File: config.mk
export PLATFORM = sky130hd
export DESIGN_NAME = vram_blit_ctrl
export DESIGN_NICKNAME = d
export VERILOG_FILES = /design/src/rtl/vram_blit_pkg.sv /design/src/rtl/vram_blit_ctrl.sv
export SDC_FILE = /design/constraint.sdc
export NUM_CORES = 1
export LEC_CHECK = 0
export CAP_MARGIN = 15
export CORE_ASPECT_RATIO = 1.5
export CORE_MARGIN = 10
export CORE_UTILIZATION = 40
export CTS_CLUSTER_DIAMETER = 120
export DETAILED_ROUTE_END_ITERATION = 16
export PLACE_DENSITY_LB_ADDON = 0.15
export REMOVE_ABC_BUFFERS = 1
export SETUP_SLACK_MARGIN = 0.05
export SYNTH_ARGS = -nofsm -noshare
export SYNTH_HDL_FRONTEND = slang
export SYNTH_SLANG_ARGS = --single-unit
export TNS_END_PERCENT = 1
File: constraint.sdc
create_clock -name clk -period 3.93 [get_ports clk]
set_input_delay 0.5895 -clock clk [delete_from_list [all_inputs] [get_ports clk]]
set_output_delay 0.5895 -clock clk [all_outputs]
set_load 0.01 [all_outputs]
File: src/rtl/vram_blit_pkg.sv
// Shared definitions for the VRAM tile blitter: source encodings, FSM states,
// command register field positions and tile geometry.
package vram_blit_pkg;

  localparam int unsigned TILE_DIM = 32;
  localparam int unsigned TILE_PIX = TILE_DIM * TILE_DIM;
  localparam int unsigned PIX_W    = 12;
  localparam int unsigned COORD_W  = 9;
  localparam int unsigned VADDR_W  = 2 * COORD_W;
  localparam int unsigned ROM_AW   = 10;
  localparam int unsigned CNT_W    = 11;

  // Command register field positions
  localparam int unsigned CFG_SRC_HI = 31;
  localparam int unsigned CFG_SRC_LO = 30;
  localparam int unsigned CFG_TRANS  = 29;
  localparam int unsigned CFG_ABORT  = 28;
  localparam int unsigned CFG_DY_HI  = 17;
  localparam int unsigned CFG_DY_LO  = 9;
  localparam int unsigned CFG_DX_HI  = 8;
  localparam int unsigned CFG_DX_LO  = 0;

  typedef enum logic [1:0] {
    SRC_BG   = 2'd0,
    SRC_CHAR = 2'd1,
    SRC_CI   = 2'd2,
    SRC_WALL = 2'd3
  } src_e;

  typedef enum logic [1:0] {
    IDLE  = 2'd0,
    FETCH = 2'd1,
    WRITE = 2'd2
  } state_e;

endpackage

File: src/rtl/vram_blit_ctrl.sv
// Tile blitter and VRAM write-port arbiter.
// Copies a 32x32 tile from one of four sprite ROMs into VRAM at (dx,dy),
// clipping off-screen pixels and optionally skipping a transparent key colour.
// CPU single-pixel writes share the VRAM port and always win.
// Ports:
//   clk, rst                  clock, async active-high reset
//   cfg_we, cfg_data          command register write
//   status, done              {busy, 20'b0, pix_cnt}; completion pulse
//   cpu_vram_we/addr/data     CPU pixel write request
//   rom_addr, *_data          shared ROM address, ROM read data (1-cycle latency)
//   vram_we/addr/data         registered VRAM write port
module vram_blit_ctrl
  import vram_blit_pkg::*;
#(
  parameter int unsigned SCREEN_W  = 512,
  parameter int unsigned SCREEN_H  = 480,
  parameter logic [11:0] TRANS_KEY = 12'hF0F
) (
  input  logic        clk,
  input  logic        rst,
  input  logic        cfg_we,
  input  logic [31:0] cfg_data,
  output logic [31:0] status,
  output logic        done,
  input  logic        cpu_vram_we,
  input  logic [17:0] cpu_vram_addr,
  input  logic [11:0] cpu_vram_data,
  output logic [9:0]  rom_addr,
  input  logic [11:0] background_data,
  input  logic [11:0] character_data,
  input  logic [11:0] ci_data,
  input  logic [11:0] wall_data,
  output logic        vram_we,
  output logic [17:0] vram_addr,
  output logic [11:0] vram_data
);

  localparam logic [9:0]       SCR_W_L  = 10'(SCREEN_W);
  localparam logic [9:0]       SCR_H_L  = 10'(SCREEN_H);
  localparam logic [CNT_W-1:0] LAST_PIX = CNT_W'(TILE_PIX - 1);

  state_e               state;
  src_e                 src_q;
  logic                 trans_q;
  logic [COORD_W-1:0]   dx_q;
  logic [COORD_W-1:0]   dy_q;
  logic [CNT_W-1:0]     pix_cnt;
  logic                 busy_q;
  logic                 done_pend;

  // Command decode
  src_e               cmd_src;
  logic               cmd_trans;
  logic               cmd_abort;
  logic [COORD_W-1:0] cmd_dx;
  logic [COORD_W-1:0] cmd_dy;
  logic               cfg_unused;

  assign cmd_src    = src_e'(cfg_data[CFG_SRC_HI:CFG_SRC_LO]);
  assign cmd_trans  = cfg_data[CFG_TRANS];
  assign cmd_abort  = cfg_data[CFG_ABORT];
  assign cmd_dy     = cfg_data[CFG_DY_HI:CFG_DY_LO];
  assign cmd_dx     = cfg_data[CFG_DX_HI:CFG_DX_LO];
  assign cfg_unused = ^cfg_data[CFG_ABORT-1:CFG_DY_HI+1];

  logic start;
  logic abort;
  assign start = cfg_we && !cmd_abort && (state == IDLE);
  assign abort = cfg_we &&  cmd_abort && (state != IDLE);

  // Source ROM select
  logic [PIX_W-1:0] rom_word;
  always_comb begin
    rom_word = background_data;
    case (src_q)
      SRC_BG:   rom_word = background_data;
      SRC_CHAR: rom_word = character_data;
      SRC_CI:   rom_word = ci_data;
      SRC_WALL: rom_word = wall_data;
      default:  rom_word = background_data;
    endcase
  end

  // Destination coordinate, 10 bits so that overflow past the screen is visible
  logic [4:0] row;
  logic [4:0] col;
  logic [9:0] tgt_x;
  logic [9:0] tgt_y;
  logic       skip;
  assign row   = pix_cnt[9:5];
  assign col   = pix_cnt[4:0];
  assign tgt_x = 10'(dx_q) + 10'(col);
  assign tgt_y = 10'(dy_q) + 10'(row);
  assign skip  = (tgt_x >= SCR_W_L) || (tgt_y >= SCR_H_L) ||
                 (trans_q && (rom_word == TRANS_KEY));

  assign status = {busy_q, 20'b0, pix_cnt};

  // Blitter FSM and VRAM port arbitration
  always_ff @(posedge clk or posedge rst) begin
    if (rst) begin
      state     <= IDLE;
      src_q     <= SRC_BG;
      trans_q   <= 1'b0;
      dx_q      <= '0;
      dy_q      <= '0;
      pix_cnt   <= '0;
      busy_q    <= 1'b0;
      done_pend <= 1'b0;
      done      <= 1'b0;
      rom_addr  <= '0;
      vram_we   <= 1'b0;
      vram_addr <= '0;
      vram_data <= '0;
    end else begin
      vram_we   <= 1'b0;
      done      <= done_pend;
      done_pend <= 1'b0;

      if (cpu_vram_we) begin
        vram_we   <= 1'b1;
        vram_addr <= cpu_vram_addr;
        vram_data <= cpu_vram_data;
      end

      if (abort) begin
        // Write already on the port completes; nothing further is issued
        state  <= IDLE;
        busy_q <= 1'b0;
      end else begin
        case (state)
          IDLE: begin
            if (start) begin
              src_q    <= cmd_src;
              trans_q  <= cmd_trans;
              dx_q     <= cmd_dx;
              dy_q     <= cmd_dy;
              pix_cnt  <= '0;
              rom_addr <= '0;
              busy_q   <= 1'b1;
              state    <= FETCH;
            end
          end
          FETCH: state <= WRITE;
          WRITE: begin
            // A CPU write on a visible pixel stalls here with rom_addr held
            if (skip || !cpu_vram_we) begin
              if (!skip) begin
                vram_we   <= 1'b1;
                vram_addr <= {tgt_y[COORD_W-1:0], tgt_x[COORD_W-1:0]};
                vram_data <= rom_word;
              end
              pix_cnt <= pix_cnt + CNT_W'(1);
              if (pix_cnt == LAST_PIX) begin
                state     <= IDLE;
                busy_q    <= 1'b0;
                done_pend <= 1'b1;
              end else begin
                rom_addr <= pix_cnt[ROM_AW-1:0] + ROM_AW'(1);
                state    <= FETCH;
              end
            end
          end
          default: begin
            state  <= IDLE;
            busy_q <= 1'b0;
          end
        endcase
      end
    end
  end

endmodule

==> Word-level counts from Yosys, hierarchy flattened <==
Index checks and enable logic that the tools add are counted.
{ "word_totals": {"reg_bits": 78, "input_bits": 114, "out_inout_bits": 74, "wordCells": 90} }
{ "classes": {"n_addsub": 4, "magnitude_cmp": 2, "n_eq_ne": 14, "muxes": 37, "bitwise_logic": 1, "reduce_logical": 19} }
{ "ops": {"columns": ["op", "count"], "rows": [
  ["$mux W18", 5],
  ["$mux W12", 5],
  ["$pmux W12 S4", 1],
  ["$mux W10", 3],
  ["$mux W11", 2],
  ["$pmux W11 S2", 1],
  ["$add A9 B5 Y10", 2],
  ["$pmux W10 S2", 1],
  ["$mux W1", 14],
  ["$eq A12 B12 Y1 const B", 1],
  ["$add A11 B1 Y11 const B", 1],
  ["$eq A11 B10 Y1 const B", 1],
  ["$add A10 B1 Y10 const B", 1],
  ["$ge A10 B10 Y1 const B", 1],
  ["$ge A10 B9 Y1 const B", 1],
  ["$ne A3 B3 Y1 const B", 3],
  ["$ne A2 B2 Y1 const B", 4],
  ["$reduce_and A4 Y1", 2],
  ["$eq A2 B2 Y1 const B", 3],
  ["$mux W2", 3],
  ["$pmux W2 S3", 1],
  ["$logic_and A1 B1 Y1", 5],
  ["$reduce_and A5 Y1", 1],
  ["$eq A2 B1 Y1 const B", 2],
  ["8 further kinds", 13]
]} }

==> Depth between registers and ports, before layout <==
{ "depth": {"word_depth": 9, "mapped_depth": 10, "ltp_nobuf": 8} }

==> Least setup slack after synthesis <==
No wires, ideal clock.
{ "synth_path": {"path_kind": "reg-to-reg", "startpoint": "reg pix_cnt[5]", "endpoint": "reg vram_addr[6]", "setup_time_ps": 134, "arrival_time_ps": 2999, "t_required_ps": 3796, "slack_ps": 797, "path_stages_with_launch": 10, "n_path_buf": 1, "period_less_slack_ps": 3133, "path_cell_list": "dfrtp_1 > ha_1 > fa_1 > a211oi_1 > nor4_1 > mux2_2 > or4_4 > buf_4 > nor4b_1 > o31ai_1"} }
{ "synth_between": {"elab_chain_len": 8, "word_cells_on_any_way": 9, "cone_classes": "1 x add/sub; 1 x order compare; 4 x mux; 3 x reduce/logical"} }
{ "synth_lines": {"columns": ["item", "line_no", "source"], "rows": [
  ["start: declaration", "vram_blit_ctrl.sv:47", "logic [CNT_W-1:0] pix_cnt;"],
  ["start signal: assignment", "vram_blit_ctrl.sv:153", "pix_cnt <= pix_cnt + CNT_W'(1);"],
  ["$add A9 B5 Y10 (*)", "vram_blit_ctrl.sv:93", "assign tgt_y = 10'(dy_q) + 10'(row);"],
  ["$ge A10 B9 Y1 (*)", "vram_blit_ctrl.sv:94", "assign skip = (tgt_x >= SCR_W_L) || (tgt_y >= SCR_H_L) ||"],
  ["$logic_or A1 B1 Y1 (*) (2 in a row)", "vram_blit_ctrl.sv:94", null],
  ["$mux W18 / $logic_or A1 B1 Y1 (equally long branches)", "vram_blit_ctrl.sv:148, vram_blit_ctrl.sv:147", null],
  ["$mux W18 (*)", "vram_blit_ctrl.sv:147", "if (skip || !cpu_vram_we) begin"],
  ["$mux W18 (*)", "vram_blit_ctrl.sv:131", "case (state)"],
  ["$mux W18 (*)", "vram_blit_ctrl.sv:126", "if (abort) begin"],
  ["end signal: assignment", "vram_blit_ctrl.sv:122", "vram_addr <= cpu_vram_addr;"],
  ["end signal: assignment", "vram_blit_ctrl.sv:150", "vram_addr <= {tgt_y[COORD_W-1:0], tgt_x[COORD_W-1:0]};"],
  ["end: declaration", "vram_blit_ctrl.sv:34", "output logic [17:0] vram_addr,"]
]} }
Every way passes the cells marked *; elsewhere a longest branch is shown, timed or not.
A chain may end at the register's enable or synchronous reset.

==> Final worst setup path <==
{ "layout_path": {"startpoint": "reg pix_cnt[5]", "endpoint": "reg pix_cnt[1]"} }
{ "layout_between": {"elab_chain_len": 7} }
{ "layout_lines": {"columns": ["item", "line_no"], "rows": [
  ["$add A9 B5 Y10", "vram_blit_ctrl.sv:93"],
  ["$ge A10 B9 Y1", "vram_blit_ctrl.sv:94"],
  ["$logic_or A1 B1 Y1 (2 in a row)", "vram_blit_ctrl.sv:94"],
  ["$logic_or A1 B1 Y1", "vram_blit_ctrl.sv:147"],
  ["$ne A2 B2 Y1 (no source line)", null],
  ["$reduce_and A4 Y1 (no source line)", null]
]} }
No other way between the ends.

==> impl_metrics.py <==
metrics = {
    "grt": {
        "grtUsageMet2_pct": 33.48,
        "globalRouteTotalUtil_pct": 19.17,
        "grt-busiest-layer": "met2",
        "grt.met1_usage_pct": 22.71,
        "grt_pass1_vias": 4652,
        "grt_antenna_before_repair": 0,
        "largest_net_degree_at_the_start_of_global_routing": 44,
        "met3_usage_pct": 4.603,
        "grt_overflow_total": 0,
        "first_pass_grt_wire_length_um": 25590,
    },
    "critical_path": {
        "startpoint_class_of_the_critical_path": "register",
        "path_class": "register to register",
        "cp-end-kind": "register",
        "cp.required_ps": 4120,
        "critical_path_peak_fanout": 15,
        "worst-endpoint-arrival_ps": 3810,
    },
    "final_layout": {
        "mostFrequentLayoutCell": "sky130_fd_sc_hd__clkdlybuf4s50_1",
        "fin_nets": 796,
        "areaGrowthSynthToFinish_pct": 41.68,
        "diodes": 0,
        "layout.filler_cells": 1025,
        "fin_util_pct": 58.12,
        "most-common-layout-cells": "sky130_fd_sc_hd__clkdlybuf4s50_1 (157), sky130_fd_sc_hd__nand2_1 (89), sky130_fd_sc_hd__dfrtp_1 (78), sky130_fd_sc_hd__nand3_1 (39)",
        "drive_above_1_share_pct": 7.864,
    },
    "timing": {
        "slew_viol_final": 0,
        "max_slew_margin_pct": 43.94,
        "finalWorstPathRequiredPeriod_ps": 3618,
        "timing_hold_violations_final": 0,
        "max_freq_ghz": 0.2764,
        "setup_violations": 0,
        "rsz_0062_raised_after_global_routing": "false",
        "setup-tns-final_ps": 0,
        "worst_slew_pin_slew_ps": 834.4,
        "final.period_utilization_pct": 92.06,
        "final_critical_path_setup_slack_ps": 312.1,
        "clock-skew-final_ps": 6.136,
    },
    "logic_synthesis": {
        "asyncSetResetFlopFracSynth_pct": 100.0,
        "synthesis.area_sq_mm": 0.004755,
        "yosys.cell_types.count": 56,
        "synthAdderAreaFrac_pct": 3.737,
        "synth.mux.area_fraction_pct": 6.605,
        "yosys_warnings": 0,
        "synth-compound-area-share_pct": 15.32,
        "yosys.area_share.xor_xnor_pct": 3.500,
        "synth_enable_flop_cells": 0,
        "post_synth_inst_count": 515,
        "yosys_most_used_dff": "sky130_fd_sc_hd__dfrtp_1",
        "synth_top_area_share_pct": 41.05,
        "synth_simple_gate_area_share_pct": 22.42,
        "synth.ff_latch_count": 78,
        "synth_seq_area_share_pct": 41.05,
        "netlist.top_cell.by_area": "sky130_fd_sc_hd__dfrtp_1",
        "synth_top_cells_by_area": "sky130_fd_sc_hd__dfrtp_1 (41%), sky130_fd_sc_hd__nand2_1 (7.0%), sky130_fd_sc_hd__nand3_1 (4.1%)",
        "post_synth.cell_area_avg_sq_um": 9.232,
        "dominant_combinational_cell_family_by_area_after_synthesis": "simple AND/OR/NAND/NOR gates",
    },
    "power_and_ir_drop": {
        "switching_share_pct": 35.24,
        "pwr-share-seq_pct": 37.3,
        "power_density_mw_per_mm2": 465.6,
        "combinationalPowerShare_pct": 36.5,
        "cellInternalPower_mw": 2.031,
        "vdd.ir_drop.worst_mv": 0.2759,
        "cellLeakagePower_nw": 2.807,
        "p_clk_share_pct": 26.3,
        "total_switching_power_mw": 1.105,
    },
    "die": {
        "rows": 48,
        "floorplan.die.height_um": 153.5,
        "die_w_um": 109.0,
        "floorplan.die_area_sq_mm": 0.01674,
        "core_area_sq_mm": 0.01159,
        "boundaryPins": 188,
        "initial_core_util_pct": 41.02,
    },
    "clocking": {
        "cts_htree_levels": 3,
        "cts_post_setup_buffers_inserted": 0,
        "numCtsBuffers": 9,
        "worst_skew_pair.late_latency_ps": 340,
        "root_buffer": "sky130_fd_sc_hd__clkbuf_16",
        "cts_tree": "yes",
        "cts_repair_resized_insts": 0,
        "clock_tree.buffer_depth": 2,
        "clock-sinks": 78,
        "cts_hold_buf": 0,
        "cts.clk_slew.worst_paths_ps": 60,
    },
    "route": {
        "route.detailed.wl_per_inst_um": 19.40,
        "routed_wl_um": 15990,
        "vias_per_cell": 5.489,
        "route.vias.total": 4523,
        "drt_pre_antenna_iters": 5,
        "number_of_design_rule_violations_left_after_detail_routing": 0,
        "drtAntennaViolNets": 0,
        "drt_first_iter_violations": 182,
    },
    "worst_hold_path": {
        "worstHoldPathType": "register to register",
    },
    "placed_design": {
        "dpl_worst_slack_ps": 201.0,
        "io_buffer_count": 157,
        "place.gp.congestion": 0.8755,
        "half_perimeter_wire_length_after_detailed_placement_um": 12250,
    },
    "outcome": {
        "run_status": "finished, final reports clean",
    },
    "job": {
        "max_cap_viol_count": 0,
    },
}
-- critical path, stage by stage, from the launching register on --
cell	delay, ps
sky130_fd_sc_hd__dfrtp_1	480
sky130_fd_sc_hd__ha_1	290
sky130_fd_sc_hd__fa_1	440
sky130_fd_sc_hd__a211oi_1	460
sky130_fd_sc_hd__nor4_1	100
sky130_fd_sc_hd__mux2_2	340
sky130_fd_sc_hd__or4_4	650
sky130_fd_sc_hd__buf_4	230
sky130_fd_sc_hd__o21ai_0	340
sky130_fd_sc_hd__o22ai_1	130
-- through the flow --
step / power, mW / hold WS, ps / cell area [sq um] / std cells
after global placement: 2.299 / 352.5 / 6444 / 808
final: 3.137 / 362.0 / 6736 / 824
after detailed placement: 2.327 / 354.4 / 6444 / 808
after floorplan: 1.815 / 331.2 / 4528 / 483
after global routing: 3.341 / 372.9 / 6736 / 824
after CTS: 3.162 / 368.4 / 6735 / 824
-- per-layer routing --
layer  up-vias  wire, um
met4         0       153
li1       2135         -
met5         -         0
met3        13      1004
met1      2228      6413
met2       147      8416
-- power groups by stage --
stage / registers (mW) / logic (mW) / clock network [mW]
6_report: 1.17 / 1.14 / 0.824
2_1_floorplan: 1.17 / 0.646 / 0
5_1_grt: 1.20 / 1.26 / 0.875
3_3_place_gp: 1.17 / 1.13 / 0
4_1_cts: 1.17 / 1.15 / 0.840
3_5_place_dp: 1.18 / 1.14 / 0
-- final cells by class --
| cell class | instances | area [sq um] | share of cell area [%] |
|---|---|---|---|
| Multi-Input combinational cell | 392 | 2536 | 37.65 |
| Clock inverter | 6 | 62.56 | 0.9287 |
| Clock buffer | 10 | 229.0 | 3.399 |
| Tap cell | 150 | 187.7 | 2.786 |
| Sequential cell | 78 | 1952 | 28.97 |
| Timing Repair Buffer | 175 | 1719 | 25.52 |
| Inverter | 13 | 50.05 | 0.7429 |
-- state kept, by name, indices dropped and copies added (netlist names), 2 cells and up --
signal,count
dx_q,9
dy_q,9
pix_cnt,11
rom_addr,10
src_q,2
state,2
vram_addr,18
vram_data,12
-- logic make-up after synthesis --
| logic type | Yosys count |
|---|---|
| flops | 78 |
| xor+xnor | 19 |
| compound gates | 113 |
| fa+ha+maj | 13 |
| other cells | 1 |
| mux | 14 |
| simple gates | 213 |
| buf+inv | 64 |
-- Yosys cell counts, types with 7 or more instances --
cell type,count
sky130_fd_sc_hd__dfrtp_1,78
sky130_fd_sc_hd__o21ai_0,31
sky130_fd_sc_hd__buf_4,23
sky130_fd_sc_hd__ha_1,11
sky130_fd_sc_hd__clkbuf_1,22
sky130_fd_sc_hd__and2_1,9
sky130_fd_sc_hd__xnor2_1,11
sky130_fd_sc_hd__o211ai_1,7
sky130_fd_sc_hd__nor2_1,32
sky130_fd_sc_hd__o22ai_1,11
sky130_fd_sc_hd__a21oi_1,13
sky130_fd_sc_hd__inv_1,13
sky130_fd_sc_hd__xor2_1,8
sky130_fd_sc_hd__nor3_1,7
sky130_fd_sc_hd__nand2_1,89
sky130_fd_sc_hd__nand3_1,39
sky130_fd_sc_hd__a31oi_1,21
sky130_fd_sc_hd__or3_1,8
-- final timing paths --
path	startpoint	end	slack, ps	cells after the start
max	pix_cnt[5]$_DFFE_PP0P_	pix_cnt[1]$_DFFE_PP0P_	310	9
min	done_pend$_DFF_PP0_	done$_DFF_PP0_	360	0
max reg2reg	pix_cnt[5]$_DFFE_PP0P_	pix_cnt[1]$_DFFE_PP0P_	310	9
min reg2reg	done_pend$_DFF_PP0_	done$_DFF_PP0_	360	0
max in group asynchronous	rst	vram_addr[10]$_DFF_PP0_	2580	3
min in group asynchronous	rst	vram_addr[0]$_DFF_PP0_	670	2
No activity file was read; power rests on OpenSTA's default activity.
